===== config.mk =====
export PLATFORM = sky130hd
export DESIGN_NAME = matvec_tmul_stream
export DESIGN_NICKNAME = d
export VERILOG_FILES = /design/src/rtl/matvec_pkg.sv /design/src/rtl/matvec_mac_row.sv /design/src/rtl/matvec_tmul_stream.sv
export SDC_FILE = /design/constraint.sdc
export NUM_CORES = 2
export LEC_CHECK = 0
export BUFFER_PORTS_ARGS = -buffer_cell sky130_fd_sc_hd__buf_2
export CAP_MARGIN = 20
export CORE_MARGIN = 1
export CORE_UTILIZATION = 54
export DETAILED_ROUTE_END_ITERATION = 8
export GPL_TIMING_DRIVEN = 0
export PLACE_DENSITY_LB_ADDON = 0.08
export REMOVE_ABC_BUFFERS = 1
export SETUP_SLACK_MARGIN = 0.02
export SYNTH_ARGS = -nofsm -noshare
export SYNTH_HDL_FRONTEND = slang
export SYNTH_SLANG_ARGS = --single-unit

===== constraint.sdc =====
create_clock -name clk -period 8.3 [get_ports clk]
set_input_delay 1.66 -clock clk [delete_from_list [all_inputs] [get_ports clk]]
set_output_delay 1.66 -clock clk [all_outputs]
set_load 0.03 [all_outputs]

===== src/rtl/matvec_pkg.sv =====
// Shared types and width math for the matvec datapaths.
package matvec_pkg;

    typedef enum logic [1:0] {
        IDLE,
        ACC,
        OUT
    } mv_state_e;

    // Accumulator width for n signed products of a w_e-bit and a w_k-bit operand
    function automatic int w_acc(input int w_e, input int w_k, input int n);
        return w_e + w_k + $clog2(n);
    endfunction

endpackage


===== src/rtl/matvec_mac_row.sv =====
// C parallel signed multiply-accumulate lanes sharing one scalar operand.
module matvec_mac_row
    import matvec_pkg::*;
#(
    parameter int C   = 8,
    parameter int W_E = 19,
    parameter int W_K = 8,
    parameter int W_O = 30
) (
    input  logic                      clk,
    input  logic                      rst,
    input  logic                      clr,
    input  logic                      en,
    input  logic [C-1:0][W_K-1:0]     w,
    input  logic [W_E-1:0]            x,
    output logic [C-1:0][W_O-1:0]     acc
);

    for (genvar c = 0; c < C; c++) begin : g_lane
        logic signed [W_E+W_K-1:0] prod;

        // Full-precision signed product of this lane's weight and the scalar
        always_comb begin
            prod = $signed(w[c]) * $signed(x);
        end

        // Lane accumulator: clear on result hand-off, add sign-extended product on a beat
        always_ff @(posedge clk or posedge rst) begin
            if (rst) begin
                acc[c] <= '0;
            end else if (clr) begin
                acc[c] <= '0;
            end else if (en) begin
                acc[c] <= acc[c] + W_O'(prod);
            end
        end
    end

endmodule


===== src/rtl/matvec_tmul_stream.sv =====
// Transposed matrix-vector multiply x_o = K^T * y over a ready/valid element stream.
module matvec_tmul_stream
    import matvec_pkg::*;
#(
    parameter  int R   = 8,
    parameter  int C   = 8,
    parameter  int W_E = 19,
    parameter  int W_K = 8,
    localparam int W_O = w_acc(W_E, W_K, R)
) (
    input  logic                           clk,
    input  logic                           rst,
    input  logic                           cen,
    input  logic [R-1:0][C-1:0][W_K-1:0]   k,
    input  logic                           s_valid,
    output logic                           s_ready,
    input  logic [W_E-1:0]                 s_data,
    input  logic                           s_last,
    output logic                           m_valid,
    input  logic                           m_ready,
    output logic [C-1:0][W_O-1:0]          m_data,
    output logic                           len_err
);

    localparam int RW = (R > 1) ? $clog2(R) : 1;
    localparam logic [RW-1:0] ROW_LAST = RW'(R - 1);

    mv_state_e     state;
    mv_state_e     state_nxt;
    logic [RW-1:0] row;
    logic          row_last;
    logic          s_fire;
    logic          m_fire;

    // Handshake qualifiers; cen low means no transfer is counted
    always_comb begin
        row_last = (row == ROW_LAST);
        s_fire   = s_valid & s_ready & cen;
        m_fire   = m_valid & m_ready & cen;
    end

    // State register, frozen while cen is low
    always_ff @(posedge clk or posedge rst) begin
        if (rst) begin
            state <= IDLE;
        end else if (cen) begin
            state <= state_nxt;
        end
    end

    // Next-state: leave IDLE once, close frame on the R-th beat, reopen on result accept
    always_comb begin
        state_nxt = state;
        case (state)
            IDLE:    state_nxt = ACC;
            ACC:     if (s_fire && row_last) state_nxt = OUT;
            OUT:     if (m_fire) state_nxt = ACC;
            default: state_nxt = IDLE;
        endcase
    end

    // Handshake outputs decoded from state
    always_comb begin
        s_ready = (state == ACC);
        m_valid = (state == OUT);
    end

    // Row counter advances per accepted beat and wraps at the frame end
    always_ff @(posedge clk or posedge rst) begin
        if (rst) begin
            row <= '0;
        end else if (s_fire) begin
            row <= row_last ? '0 : row + 1'b1;
        end
    end

    // Sticky framing error when s_last disagrees with the row counter
    always_ff @(posedge clk or posedge rst) begin
        if (rst) begin
            len_err <= 1'b0;
        end else if (s_fire && (s_last != row_last)) begin
            len_err <= 1'b1;
        end
    end

    // Accumulators double as the registered result; they only move in ACC so stay stable in OUT
    matvec_mac_row #(
        .C   (C),
        .W_E (W_E),
        .W_K (W_K),
        .W_O (W_O)
    ) u_mac (
        .clk (clk),
        .rst (rst),
        .clr (m_fire),
        .en  (s_fire),
        .w   (k[row]),
        .x   (s_data),
        .acc (m_data)
    );

endmodule


==> key figures <==
Outcome
  • Outcome: completed

Synthesis
  • Yosys cell types: 95
  • Syn Inst Count: around 7400
  • Sequential cell area fraction in the yosys report: approximately a tenth
  • Cell taking the most area after synthesis: fa_1
  • Synthesized cell area: 66100 um2
  • Synthesized flop and latch total: 246
  • Synth top area share: 29.6%
  • Synthesized area per cell: 8.89 um2
  • Ys Warns: 0
  • Async SR Flop Fraction: 100%
  • Primary FF master, synth: dfrtp_1
  • Post-synth EDFFs: 0
  • Synth area leaders: fa_1 30%, ha_1 12%, dfrtp_1 9.3%

Timing
  • Slew @ Worst Pin: between 1000 and 1500 ps
  • Min setup slack post-route: 37.4 ps
  • Max_slew headroom: 31.5%
  • Achievable Freq: 0.121 GHz
  • Fin. Hold Viols: 0
  • Final setup vio count: 0
  • Final slew viol count: 0
  • Clock period minus final worst setup slack: 8260 ps
  • Final Skew: 27.6 ps
  • RSZ-0062 raised after global routing: true
  • Final hold slack: 486 ps
  • Final period util: about 100%

Setup path
  • Startpoint Class: input pin
  • Cells on worst reg2reg path: 34
  • Flop-to-flop setup slack: roughly 170 ps
  • WP data required: 8790 ps
  • Crit Path Class: in -> reg
  • Slowest-stage cell, CP: mux4_2
  • Crit. End Element: flip-flop
  • Worst endpoint data arrival time: 8760 ps
  • Critical R2R Capture: u_mac.acc[239]
  • Buffer and inverter count on the worst path: 6
  • Reg2reg start: row[0]
  • CP delay by family, top: adder cells
  • Crit Path Max Fanout: 7
  • Max incr delay on CP: 560 ps
  • CP dominant cell by count: fa_1
  • Crit path launch: k[261]

Die
  • Initial core utilization: a little over half
  • Core Area: about 120000 um2
  • I/O Pins: 780
  • Die Span Y: 352 um
  • Num rows: roughly 130
  • Die X: 352 um
  • Die area: about 120000 um2

Drt
  • First drt pass iteration count: 5
  • Via density: roughly 5.4
  • ANT nets after route: 0
  • Routed length on met3: between 10000 and 15000 um
  • Number of DRC markers in iteration 0: approximately 2700
  • Wl on met1: 81500 um
  • DRC Markers: 0
  • Met2 wire length: 91300 um
  • Routed len/inst: 18.9 um
  • Final WL: 189000 um
  • Max layer used: met5
  • Vias: between 50000 and 60000

Placed design
  • Port bufs: 779
  • Dpl hpwl: roughly 140000 um
  • DP Area: approximately 73000 um2
  • GPL Wtd Cong: between 0.9 and 1
  • Placed Cells: 9614
  • DP Worst Slack: -1780 ps

Cells and area
  • Non-filler cells, final: 10000
  • Fin nets: 10500
  • Commonest non-fill, non-tap cell in the layout: inv_1
  • Final instance area: 79500 um2
  • Share of cells above drive strength 1: 21.8%
  • Most frequent cells in the layout: 1435 x inv_1, 971 x fa_1, 953 x nor2b_1
  • Layout area overhead: 20.2%

Worst hold path
  • Hold_sp: len_err
  • Hold path cells: 1
  • HP Class: reg -> reg
  • Hold Path End: len_err

Clock network
  • Worst skew pair latency: roughly 630 ps
  • CTS H-Tree Depth: 2
  • Clock sink count: ~250
  • TritonCTS clock tree: built
  • Hold buffers post-CTS: 0
  • Total CTS buffers: 38
  • Clk pin slew, worst setup/hold paths: 60 ps
  • CTS max path bufs: 3
  • Root Buffer: clkbuf_16

Global route
  • GRT Total Usage: 30.3%
  • Grt total ovfl: 0
  • Initial antenna violation count: 15
  • Largest net degree at the start of global routing: 100
  • First-pass GRT wire length: ~300000 um
  • Vias in the first global route: 56500

Run
  • Max-capacitance violation count: 0
worst max path at each step:
| stage | cells past startpoint | end | slack [ps] |
|---|---|---|---|
| after global placement | 31 | u_mac.acc[239] | -8370 |
| after global routing | 34 | u_mac.acc[239] | -220 |
| after floorplan | 30 | u_mac.acc[89] | -4420 |
| final | 30 | u_mac.acc[29] | 40 |
| after CTS | 31 | u_mac.acc[89] | -10 |
| after detailed placement | 31 | u_mac.acc[89] | -1780 |
layout make-up:
cell class | instances | area [um2]
diodes | 3 | 7.51
clock buffers | 50 | 1060
clock inverters | 19 | 189
fillers | 10200 | 42100
inverters | 1454 | 5470
multi-input cells | 5431 | 56100
flip-flops and latches | 246 | 6170
well taps | 1625 | 2030
repair buffers | 1173 | 8400
worst register-to-register path, delay by kind of cell, from the launching register on:
family	cells	cell delay [ps]
fa+ha+maj	6	2590
simple gates	3	370
mux	2	920
compound gates	15	2580
buf+inv	6	710
flops	1	480
xor+xnor	2	370
per-layer routing:
metal,global-route usage (%),vias to the layer above
li1,-,25400
met1,40.6,27400
met2,50.7,1216
met3,5.27,233
met4,7.86,8
met5,0,-
flip-flops by register name (all words and copies together) (netlist names):
register / count
len_err: 1
row: 3
state: 2
u_mac.acc: 240
kinds of logic after synthesis:
kind of cell	synth area share [%]
AND/OR/NAND/NOR	16.8
buffers and inverters	10.0
AO/OA/AOI/OAI	11.3
adder cells (fa/ha/maj)	41.7
multiplexers	5.47
XOR/XNOR	5.34
flip-flops	9.31
metrics by stage:
stage / utilization (%) / TNS [ps]
final: 65.4 / 0
after global routing: 65.4 / -1500
after CTS: 62.9 / -13.1
after detailed placement: 59.7 / -73650
after global placement: 58.3 / -2481710
after floorplan: - / -652820
what timing repair did:
item	4_1_cts	5_1_grt
pin swaps	48	247
setup buffers	167	138
resized for setup	156	372
cloned	6	5
setup endpoints to repair	79	52
synth_stat cells (all sizes together), types with 7 or more instances:
master and n:
a2111oi 7, a211o 17, a211oi 36, a21boi 13
a21o 154, a21oi 309, a22o 25, a31o 9
a31oi 27, a41oi 8, and2 13, and3 34
buf 41, clkbuf 265, dfrtp 246, fa 976
ha 642, inv 1454, mux2i 73, mux4 128
nand2 339, nand2b 208, nand3 66, nand4 23
nor2 265, nor2b 958, nor3 54, o211ai 7
o21a 46, o21ai 355, o21bai 63, o31ai 26
or2 38, or3 15, xnor2 263, xor2 140
Power is not shown: default switching activity piles up to over one toggle a cycle in this logic, so the estimate is an artifact.
